<file path="config.mk">
export PLATFORM = sky130hd
export DESIGN_NAME = alu_group_encoder
export DESIGN_NICKNAME = d
export VERILOG_FILES = /design/src/rtl/alu_group_encoder.sv
export SDC_FILE = /design/constraint.sdc
export NUM_CORES = 1
export LEC_CHECK = 0
export BUFFER_PORTS_ARGS = -buffer_cell sky130_fd_sc_hd__buf_2
export CAP_MARGIN = 10
export CORE_MARGIN = 5
export CORE_UTILIZATION = 40
export CTS_CLUSTER_SIZE = 24
export DETAILED_ROUTE_END_ITERATION = 8
export PLACE_DENSITY = 0.62
export SYNTH_ARGS = -nofsm -noshare
export SYNTH_HDL_FRONTEND = slang
export SYNTH_SLANG_ARGS = --single-unit
</file>
<file path="constraint.sdc">
create_clock -name CLK -period 2.6 [get_ports CLK]
set_input_delay 0.39 -clock CLK [delete_from_list [all_inputs] [get_ports CLK]]
set_output_delay 0.39 -clock CLK [all_outputs]
set_load 0.02 [all_outputs]
</file>
<file path="src/rtl/alu_group_encoder.sv">
// Encodes ALU operation requests into Group 3 instruction words and buffers them
// in a small FIFO with valid/ready handshakes on both sides.
module alu_group_encoder #(
  parameter int         FIFO_DEPTH = 4,
  parameter logic [3:0] RA_REG     = 4'd0
) (
  input  logic        CLK,
  input  logic        RESET,
  input  logic        FLUSH,
  input  logic        REQ_VALID,
  output logic        REQ_READY,
  input  logic [3:0]  REQ_OP,
  input  logic [3:0]  REQ_DST,
  input  logic        REQ_IMM,
  input  logic [3:0]  REQ_SRC,
  input  logic [15:0] REQ_DATA,
  output logic        INSTR_VALID,
  input  logic        INSTR_READY,
  output logic [15:0] INSTRUCTION,
  output logic        REJECT,
  output logic [7:0]  REJECT_CNT
);

  localparam int PTR_W = (FIFO_DEPTH > 1) ? $clog2(FIFO_DEPTH) : 1;
  localparam logic [PTR_W:0] FULL_CNT = (PTR_W + 1)'(FIFO_DEPTH);

  typedef enum logic [1:0] {
    ARGF_REG_REG = 2'b00,
    ARGF_REG_U4  = 2'b01,
    ARGF_REGA_U8 = 2'b10,
    ARGF_REGA_S8 = 2'b11
  } argf_e;

  logic [15:0]      mem_q [FIFO_DEPTH];
  logic [15:0]      mem_d [FIFO_DEPTH];
  logic [PTR_W-1:0] wr_ptr_q, wr_ptr_d;
  logic [PTR_W-1:0] rd_ptr_q, rd_ptr_d;
  logic [PTR_W:0]   count_q, count_d;
  logic             reject_q, reject_d;
  logic [7:0]       reject_cnt_q, reject_cnt_d;

  argf_e       argf;
  logic [7:0]  operand;
  logic        encodable;
  logic [15:0] word;
  logic        full;
  logic        req_xfer;
  logic        push;
  logic        pop;

  // First matching rule wins: register form, short immediate, then RA-only byte forms.
  always_comb begin
    argf      = ARGF_REG_REG;
    operand   = {REQ_DST, REQ_SRC};
    encodable = 1'b1;
    if (!REQ_IMM) begin
      argf    = ARGF_REG_REG;
      operand = {REQ_DST, REQ_SRC};
    end else if (REQ_DATA[15:4] == 12'h000) begin
      argf    = ARGF_REG_U4;
      operand = {REQ_DST, REQ_DATA[3:0]};
    end else if (REQ_DST == RA_REG && REQ_DATA[15:8] == 8'h00) begin
      argf    = ARGF_REGA_U8;
      operand = REQ_DATA[7:0];
    end else if (REQ_DST == RA_REG && REQ_DATA[15:7] == 9'h1FF) begin
      argf    = ARGF_REGA_S8;
      operand = REQ_DATA[7:0];
    end else begin
      encodable = 1'b0;
      operand   = 8'h00;
    end
  end

  assign word        = {2'b11, REQ_OP, argf, operand};
  assign full        = (count_q == FULL_CNT);
  assign REQ_READY   = !full && !FLUSH;
  assign req_xfer    = REQ_VALID && REQ_READY;
  assign push        = req_xfer && encodable;
  assign INSTR_VALID = (count_q != '0);
  assign pop         = INSTR_VALID && INSTR_READY;
  assign INSTRUCTION = INSTR_VALID ? mem_q[rd_ptr_q] : 16'h0000;
  assign REJECT      = reject_q;
  assign REJECT_CNT  = reject_cnt_q;

  // FLUSH takes precedence over any same-cycle push or pop.
  always_comb begin
    mem_d        = mem_q;
    wr_ptr_d     = wr_ptr_q;
    rd_ptr_d     = rd_ptr_q;
    count_d      = count_q;
    reject_d     = 1'b0;
    reject_cnt_d = reject_cnt_q;
    if (FLUSH) begin
      wr_ptr_d     = '0;
      rd_ptr_d     = '0;
      count_d      = '0;
      reject_cnt_d = 8'h00;
    end else begin
      if (push) begin
        mem_d[wr_ptr_q] = word;
        wr_ptr_d        = wr_ptr_q + 1'b1;
      end
      if (pop) begin
        rd_ptr_d = rd_ptr_q + 1'b1;
      end
      case ({push, pop})
        2'b10:   count_d = count_q + 1'b1;
        2'b01:   count_d = count_q - 1'b1;
        default: count_d = count_q;
      endcase
      reject_d = req_xfer && !encodable;
      if (reject_d && reject_cnt_q != 8'hFF) begin
        reject_cnt_d = reject_cnt_q + 1'b1;
      end
    end
  end

  always_ff @(posedge CLK or negedge RESET) begin
    if (!RESET) begin
      mem_q        <= '{default: '0};
      wr_ptr_q     <= '0;
      rd_ptr_q     <= '0;
      count_q      <= '0;
      reject_q     <= 1'b0;
      reject_cnt_q <= 8'h00;
    end else begin
      mem_q        <= mem_d;
      wr_ptr_q     <= wr_ptr_d;
      rd_ptr_q     <= rd_ptr_d;
      count_q      <= count_d;
      reject_q     <= reject_d;
      reject_cnt_q <= reject_cnt_d;
    end
  end

endmodule

</file>
# == Word level (Yosys, flattened, before mapping) ==
# Cells that the tools add are included.
# classes
add_sub_neg,5
order_cmp,3
n_eq_ne,5
muxes,28
bitwise,3
n_reduce_logical,21
# op_table
cell,n
64-bit bitwise mux,1
16-bit two-way mux,4
8-bit two-way mux,6
16-bit binary-select mux with 2-bit select,1
16-bit demux with 2-bit select,1
2-bit two-way mux,8
12-bit logical NOT,1
"9-bit == test, second input constant",1
1-bit logical AND,9
"8-bit by 1-bit adder with 8-bit output, second input constant",1
8-bit logical NOT,1
"8-bit != test, second input constant",1
"3-bit >= comparator, second input constant",2
2-bit NOT with 3-bit output,2
3-bit one-hot mux with 2 select lines,1
2-bit nonzero test,3
3-bit nonzero test,2
1-bit two-way mux,5
"2-bit by 1-bit adder with 2-bit output, second input constant",2
4-bit logical NOT,1
"3-bit by 1-bit adder with 3-bit output, second input constant",1
"3-bit == test, second input constant",1
1-bit logical NOT,3
"3-bit by 1-bit < comparator with 1-bit output, second input constant",1
other kinds (6),6
# totals
reg_bits,80
wordCells,74

# == Logic depth before layout (Yosys ltp) ==
# Gate-level depths: netlist (run 1).
# logic_depth
word_depth,11
mapped_depth,9
ltp_nobuf,8

# == Worst setup path before layout (run 1) ==
# OpenSTA, ideal clock, no wires.
# synth_timing
path_kind,input-to-reg
from,in REQ_DATA[12]
to,reg count_q[2]
setup_time_ns,0.128
t_arrival_ns,2.828
required_ns,2.472
path_slack_ns,-0.356
cell_stages,9
n_path_buf,1
path_cell_list,or4_1 > buf_2 > o31ai_4 > o31ai_4 > nor2b_1 > fa_1 > and2_1 > mux2i_1 > mux2_1
# synth_via
elab_chain_cells,10
word_cells_on_any_way,15
cone_classes,eq/ne (3); mux (6); reduce/logical (6)
# synth_rtl
item,line,text
"start, declared",16,"input logic [15:0] REQ_DATA,"
9-bit == test,65,end else if (REQ_DST == RA_REG && REQ_DATA[15:7] == 9'h1FF) begin
1-bit logical AND,65,
1-bit two-way mux,65,
1-bit two-way mux,62,end else if (REQ_DST == RA_REG && REQ_DATA[15:8] == 8'h00) begin
1-bit two-way mux *,59,end else if (REQ_DATA[15:4] == 12'h000) begin
1-bit two-way mux *,56,if (!REQ_IMM) begin
1-bit logical AND *,78,assign push = req_xfer && encodable;
2-bit by 1-bit == test with 1-bit output / 2-bit == test (equally long branches),106,"case ({push, pop})"
3-bit one-hot mux with 2 select lines,106,
3-bit two-way mux,93,if (FLUSH) begin
"end signal, assigned",130,count_q <= count_d;
"end, declared",38,"logic [PTR_W:0] count_q, count_d;"
# Mark *: on every way between the ends. The rest lies on a longest branch, timed or not.
# A chain may end at the register's enable or synchronous reset.

# == Worst setup path after layout (run 1) ==
# layout_timing
from,in REQ_DST[1]
to,reg count_q[2]
# layout_via
elab_chain_cells,10
word_cells_on_any_way,13
cone_classes,eq/ne (2); mux (6); reduce/logical (5)
# layout_rtl
item,line,text
"start, declared",13,"input logic [3:0] REQ_DST,"
4-bit logical NOT *,"62, 65",
1-bit logical AND,65,
1-bit two-way mux,65,
1-bit two-way mux *,62,
1-bit two-way mux *,59,
1-bit two-way mux *,56,
1-bit logical AND *,78,
2-bit by 1-bit == test with 1-bit output / 2-bit == test (equally long branches),106,
3-bit one-hot mux with 2 select lines,106,
3-bit two-way mux,93,
# Marks and branches as above.

==> results of run 1 <==
state kept, by name (all words and copies together) (netlist names):
| signal | cells |
|---|---|
| REJECT | 1 |
| REJECT_CNT | 8 |
| count_q | 3 |
| rd_ptr_q | 2 |
| wr_ptr_q | 2 |
| mem_q | 60 |
metrics by stage:
step / utilization / area, um2
after floorplan: - / 3840
after global placement: 0.479 / 4440
after detailed placement: 0.479 / 4440
after CTS: 0.501 / 4650
after global routing: 0.501 / 4650
final: 0.501 / 4650
metal layers:
| layer | vias up | global-route usage | share of wire |
|---|---|---|---|
| met2 | 69 | 0.244 | 0.46 |
| met3 | 10 | 0.0354 | 0.048 |
| met4 | 0 | 0.0514 | 0.016 |
| met1 | 1335 | 0.237 | 0.48 |
| li1 | 1327 | - | - |
| met5 | - | 0 | 0 |
power groups by stage:
stage                     clock [mW]  sequential, mW  combinational (mW)
after floorplan                    0            1.49               0.889
after CTS                      0.967            1.50                1.28
after global placement             0            1.51                1.26
after global routing            1.02            1.53                1.39
after detailed placement           0            1.52                1.28
final                          0.947            1.50                1.26
worst max-delay path by stage:
stage	from	cells after the start	slack, ns	to
3_5_place_dp	REQ_DST[1]	9	-0.22	count_q[2]
4_1_cts	REQ_DST[1]	9	0.16	count_q[2]
5_1_grt	REQ_DST[1]	9	0.04	count_q[2]
3_3_place_gp	REQ_DST[1]	9	-0.15	count_q[2]
2_1_floorplan	REQ_DATA[8]	9	-0.30	count_q[2]
6_report	REQ_DST[1]	9	0.14	count_q[2]
cells in the final DEF (no fill, tap or decap), types with 12 or more instances in the layout:
cell                      count
sky130_fd_sc_hd__mux2i_1     12
sky130_fd_sc_hd__and2_1      16
sky130_fd_sc_hd__buf_2       59
sky130_fd_sc_hd__o21ai_0     15
sky130_fd_sc_hd__nand2_1     43
sky130_fd_sc_hd__dfrtp_1     76
sky130_fd_sc_hd__o21ai_1     27
sky130_fd_sc_hd__buf_4       30
sky130_fd_sc_hd__mux4_2      15
sky130_fd_sc_hd__mux2_2      16
logic make-up after synthesis:
logic type      share of synthesized area
simple gates                        0.153
fa+ha+maj                          0.0217
compound gates                      0.104
xor+xnor                           0.0112
buf+inv                            0.0318
flops                               0.499
mux                                 0.179
area by class of cell:
cell class	instances	area share
Timing Repair Buffer	90	0.116
Tap cell	129	0.0347
Sequential cell	76	0.409
Clock inverter	5	0.0126
Inverter	3	0.00242
Clock buffer	11	0.0325
Multi-Input combinational cell	226	0.393
critical path, delay by kind of cell:
kind | cells | cell delay [ns]
AOI/OAI and AO/OA | 1 | 0.11
muxes | 2 | 0.48
buffers and inverters | 1 | 0.11
and+or+nand+nor | 4 | 1.25
adders and majority gates | 1 | 0.34
==> summary.md, run 1 <==
| Metric | Value |
|---|---|
| Initial DRC Count | 114 |
| First-pass detailed-route iteration total | 4 |
| Avg Vias per Cell | 5.08 |
| Result of the run | completed |
| CTS tree | yes |
| Slowest CP cell | sky130_fd_sc_hd__or4_4 |
| Worst-case clock skew | 0.00501 ns |
| Sum of negative setup slack | 0 ns |
| Number of nets in the synthesized netlist | 366 |
| Total design power | 3.71 mW |
| Count of nets after finishing | 446 |
| Pin count of the biggest net entering global routing | 77 |
| Final WL | 8.74 mm |
| Endpoints failing setup | 0 |
| Crit share post-route | 0.945 |
| Most frequently used cell type in the post-synthesis netlist | sky130_fd_sc_hd__dfrtp_1 |
| Netlist area before placement | 3810 um2 |
| Reg2Reg Setup Slack | 0.35 ns |
| Vias after detailed routing | 2,741 |
| Post-route worst hold slack | 0.183 ns |
| Net switching power of the design | 1.27 mW |
| Area taken by multi-input logic gates | 1830 um2 |
| Mean routed wirelength per cell | 16.2 um |
| DIE HEIGHT | 108 um |
| Worst stage delay on the critical path | 0.59 ns |
| Final weighted congestion in routability-driven placement | 0.739 |
| # Max-Cap Violations | 0 |
| DP Cell Count | 524 |
| Postcts setup bufs | 0 |
| Number of nets with antenna violations after routing | 0 |
| # diodes | 0 |
| Final-report max-slew violation count | 0 |
| Number of buffers on the longest clock path | 2 |
| Relative max-transition margin | 0.337 |
| I/O pin count | 61 |
| Final worst-path setup slack | 0.144 ns |
| Worst-Margin Slew | 0.993 ns |
| Share of total power in sequential cells | 0.405 |
| Count of buffers from port buffering | 60 |
| Count of instances resized after the clock tree is built | 0 |
| Clock root buffer | sky130_fd_sc_hd__clkbuf_8 |
| CP Data Arrival Time | 2.69 ns |
| Remaining design rule violation count | 0 |
| Kind of launch point of the worst setup path | primary input |
| Initial core utilization | 0.411 |
| Cell taking the most area after synthesis | sky130_fd_sc_hd__dfrtp_1 |
| Share of post-route cells with drive strength above 1 | 0.370 |
| Post-synthesis sequential area ratio | 0.499 |
| Critical R2R Launch | count_q[0] |
| CP Capture Type | register |
| Clk_lat worst skew | 0.35 ns |
| Number of flip-flops and latches in the synthesized netlist | 76 |
| Die extent in x | 108 um |
| Sequential cell area | 1900 um2 |
| Static leakage power | 2.22 nW |
| Clk network pwr share | 0.255 |
| Net Sw Frac | 0.344 |
| Overall global routing resource usage | 0.163 |
| Combinational share of power | 0.340 |
| Commonest cells in the synthesized netlist | sky130_fd_sc_hd__dfrtp_1, sky130_fd_sc_hd__nand2_1, sky130_fd_sc_hd__o21ai_1 |
| Area of the core | 9280 um2 |
| Synth Instances | 326 |
| Global route total overflow | 0 |
| Final-report hold violation count | 0 |
| Die footprint | 11,600 um2 |
| Half-perimeter wire length after placement | 6.21 mm |
| Area growth, synth to finish | 22.1% |
| Cell types with the largest area share after synthesis | sky130_fd_sc_hd__dfrtp_1, sky130_fd_sc_hd__mux4_2, sky130_fd_sc_hd__mux2_2, sky130_fd_sc_hd__nand2_1, sky130_fd_sc_hd__o21ai_1 |
| Internal power summed over all cells | 2.44 mW |
| Most used flip-flop cell after synthesis | sky130_fd_sc_hd__dfrtp_1 |
| FFs w/ async S/R, synth | 1.00 |
| Std cell rows | 35 |
| Proportion of netlist area held by the largest area contributor | 0.499 |
| Initial antenna violation count | 0 |
| Unique masters post-synth | 42 |
| Count of flip-flops with a built-in enable after synthesis | 0 |
| Worst IR Drop VDD | 525 uV |
| Number of standard cells in the final layout excluding fillers | 540 |
| Max Clock Freq | 407 MHz |
| Power per cell area | 797 nW/um2 |
| Hold Crit Class | in -> async |
| H-tree lvl count | 3 |
| Clock transition time at the flip-flop clock pins of the worst setup and hold paths | 0.08 ns |
| Required time of the worst setup path | 2.84 ns |
| Worst path cell trace | buf_2 > or4_4 > nor4_4 > o31ai_4 > nor2b_4 > fa_2 > and2_1 > mux2i_1 > mux2_1 |
| Avg Cell Area, Syn | 11.7 um2 |
| YS warnings | 0 |
| Minimum period implied by the final worst setup slack | 2.46 ns |
| FILL cells | 871 |
| R2R cell count | 8 |
| Sink count of the clock tree | 76 |
| Setup Crit Path Kind | in -> reg |
| Unrepaired setup endpoints after global routing | no |
| Setup slack after placement | -0.217 ns |
| Vias in the first global route | 2,716 |
| Wire length of the first global-routing pass | 14.3 mm |
| Crit Reg-Reg Endpoint | count_q[2] |
| TritonCTS buffer count | 9 |
| Crit-path max FO | 4 |
| Cts-stage hold buffer count | 0 |
Power figures use the tool's default switching activity.
==> inputs of run 2 (changes only) <==
--- a/config.mk
+++ b/config.mk
@@ -11,7 +11,7 @@
 export CORE_UTILIZATION = 40
 export CTS_CLUSTER_SIZE = 24
 export DETAILED_ROUTE_END_ITERATION = 8
-export PLACE_DENSITY = 0.62
+export PLACE_DENSITY = 0.6
 export SYNTH_ARGS = -nofsm -noshare
 export SYNTH_HDL_FRONTEND = slang
 export SYNTH_SLANG_ARGS = --single-unit
==> summary.md, run 2 (same netlist as run 1, synthesis figures left out) <==
| Metric | Value |
|---|---|
| Placed Instance Area | 4520 um2 |
| Power per cell area | 792 nW/um2 |
| Share of post-route cells with drive strength above 1 | 0.380 |
| Detailed-route wire length on metal 1 | 4.09 mm |
| Std cell rows | 35 |
| Area growth, synth to finish | 24.0% |
| Register name with the most flops | mem_q |
| Worst IR Drop VDD | 571 uV |
| Count of nets after finishing | 453 |
| R2R cell count | 8 |
| FILL cells | 874 |
| Cell area after layout | 4730 um2 |
| Clock root buffer | sky130_fd_sc_hd__clkbuf_8 |
| Clock transition time at the flip-flop clock pins of the worst setup and hold paths | 0.09 ns |
| Max Clock Freq | 409 MHz |
| Final WL | 8.93 mm |
| Initial antenna violation count | 0 |
| Avg Vias per Cell | 5.08 |
| # diodes | 0 |
| Unrepaired setup endpoints after global routing | no |
| Worst setup path start | REQ_DATA[12] |
| Endpoints failing setup | 0 |
| Kind of launch point of the worst setup path | primary input |
| Die extent in x | 108 um |
| Crit share post-route | 0.941 |
| Number of nets with antenna violations after routing | 0 |
| Minimum period implied by the final worst setup slack | 2.45 ns |
| DIE HEIGHT | 108 um |
| Sink count of the clock tree | 76 |
| Critical Path Sink | count_q[2] |
| Vias after detailed routing | 2,781 |
| Core occupancy in the finished layout | 0.509 |
| Count of buffers from port buffering | 60 |
| Crit Reg-Reg Endpoint | count_q[2] |
| TritonCTS buffer count | 9 |
| Critical R2R Launch | count_q[0] |
| Setup Crit Path Kind | in -> reg |
| Overall global routing resource usage | 0.166 |
| Final-report hold violation count | 0 |
| Number of buffers on the longest clock path | 2 |
| Commonest cells after routing, fill and taps aside | sky130_fd_sc_hd__dfrtp_1, sky130_fd_sc_hd__buf_2, sky130_fd_sc_hd__nand2_1 |
| Vias in the first global route | 2,959 |
| Met2 wire length | 4.39 mm |
| I/O pin count | 61 |
| Crit-path max FO | 4 |
| Commonest non-fill, non-tap cell in the layout | sky130_fd_sc_hd__dfrtp_1 |
| Pin count of the biggest net entering global routing | 77 |
| Worst-case clock skew | 0.0131 ns |
| Initial core utilization | 0.411 |
| H-tree lvl count | 3 |
| Global route total overflow | 0 |
| CP Data Arrival Time | 2.69 ns |
| Mean routed wirelength per cell | 16.3 um |
| Routed length on met3 | 355 um |
| Wire length of the first global-routing pass | 14.9 mm |
| # Max-Cap Violations | 0 |
| Remaining design rule violation count | 0 |
| Worst-Margin Slew | 0.986 ns |
| Die footprint | 11,600 um2 |
| Result of the run | completed |
| Number of flip-flops in the largest register | 60 |
| Count of instances resized after the clock tree is built | 0 |
| CP Capture Type | register |
| Reg2Reg Setup Slack | 0.31 ns |
| First-pass detailed-route iteration total | 4 |
| Sum of negative setup slack | 0 ns |
| Static leakage power | 2.25 nW |
| Relative max-transition margin | 0.343 |
| Highest metal layer with signal wires | met4 |
| Half-perimeter wire length after placement | 6.29 mm |
| Final-report max-slew violation count | 0 |
| Area of the core | 9280 um2 |
| Postcts setup bufs | 0 |
| Required time of the worst setup path | 2.84 ns |
| CTS tree | yes |
| Initial DRC Count | 107 |
| Cts-stage hold buffer count | 0 |
| Clk_lat worst skew | 0.35 ns |
| Hold Crit Class | in -> async |
| Final weighted congestion in routability-driven placement | 0.787 |
run 2: changes by cell type in the layout (fill, tap and decap cells not counted), sizes merged:
cell	before	now
buf	90	97
run 2: routing by layer:
layer | track usage | up-vias
met2 | 0.267 | 52
met3 | 0.0468 | 12
li1 | - | 1339
met4 | 0.0415 | 0
met5 | 0 | -
met1 | 0.221 | 1378
run 2: per-stage QoR:
stage               worst slack (ns)  hold slack (ns)  instances  power, mW
CTS                            0.157            0.240        547       3.79
global placement              -0.179            0.446        531       2.80
global route                   0.107            0.283        547       3.97
finish                         0.153            0.206        547       3.74
floorplan                     -0.304           0.0944        326       2.38
detailed placement            -0.221            0.450        531       2.83
run 2: worst min path at each step:
stage | slack [ns] | to
floorplan | 0.09 | REJECT
global placement | 0.45 | mem_q[14]
detailed placement | 0.45 | mem_q[62]
CTS | 0.24 | mem_q[11]
global route | 0.28 | mem_q[12]
finish | 0.21 | mem_q[12]
run 2: power by group:
group | internal [mW] | switching, mW | total (mW)
combinational | 0.570 | 0.707 | 1.28
clock | 0.498 | 0.459 | 0.957
sequential | 1.38 | 0.128 | 1.51
run 2: layout make-up:
type                    instances  area [um2]  area share
flip-flops and latches         76        1900       0.402
repair buffers                 97         593       0.125
multi-input cells             226        1850       0.391
well taps                     129         161      0.0341
inverters                       3        11.3     0.00238
clock buffers                  11         151      0.0320
clock inverters                 5        58.8      0.0124
run 2: worst max-delay path, stage by stage:
cell and delay, ns:
sky130_fd_sc_hd__buf_2 0.11, sky130_fd_sc_hd__or4_1 0.68, sky130_fd_sc_hd__o31ai_4 0.30, sky130_fd_sc_hd__o31ai_4 0.11
sky130_fd_sc_hd__nor2b_4 0.15, sky130_fd_sc_hd__fa_2 0.33, sky130_fd_sc_hd__and2_1 0.14, sky130_fd_sc_hd__mux2i_1 0.13
sky130_fd_sc_hd__mux2_1 0.34
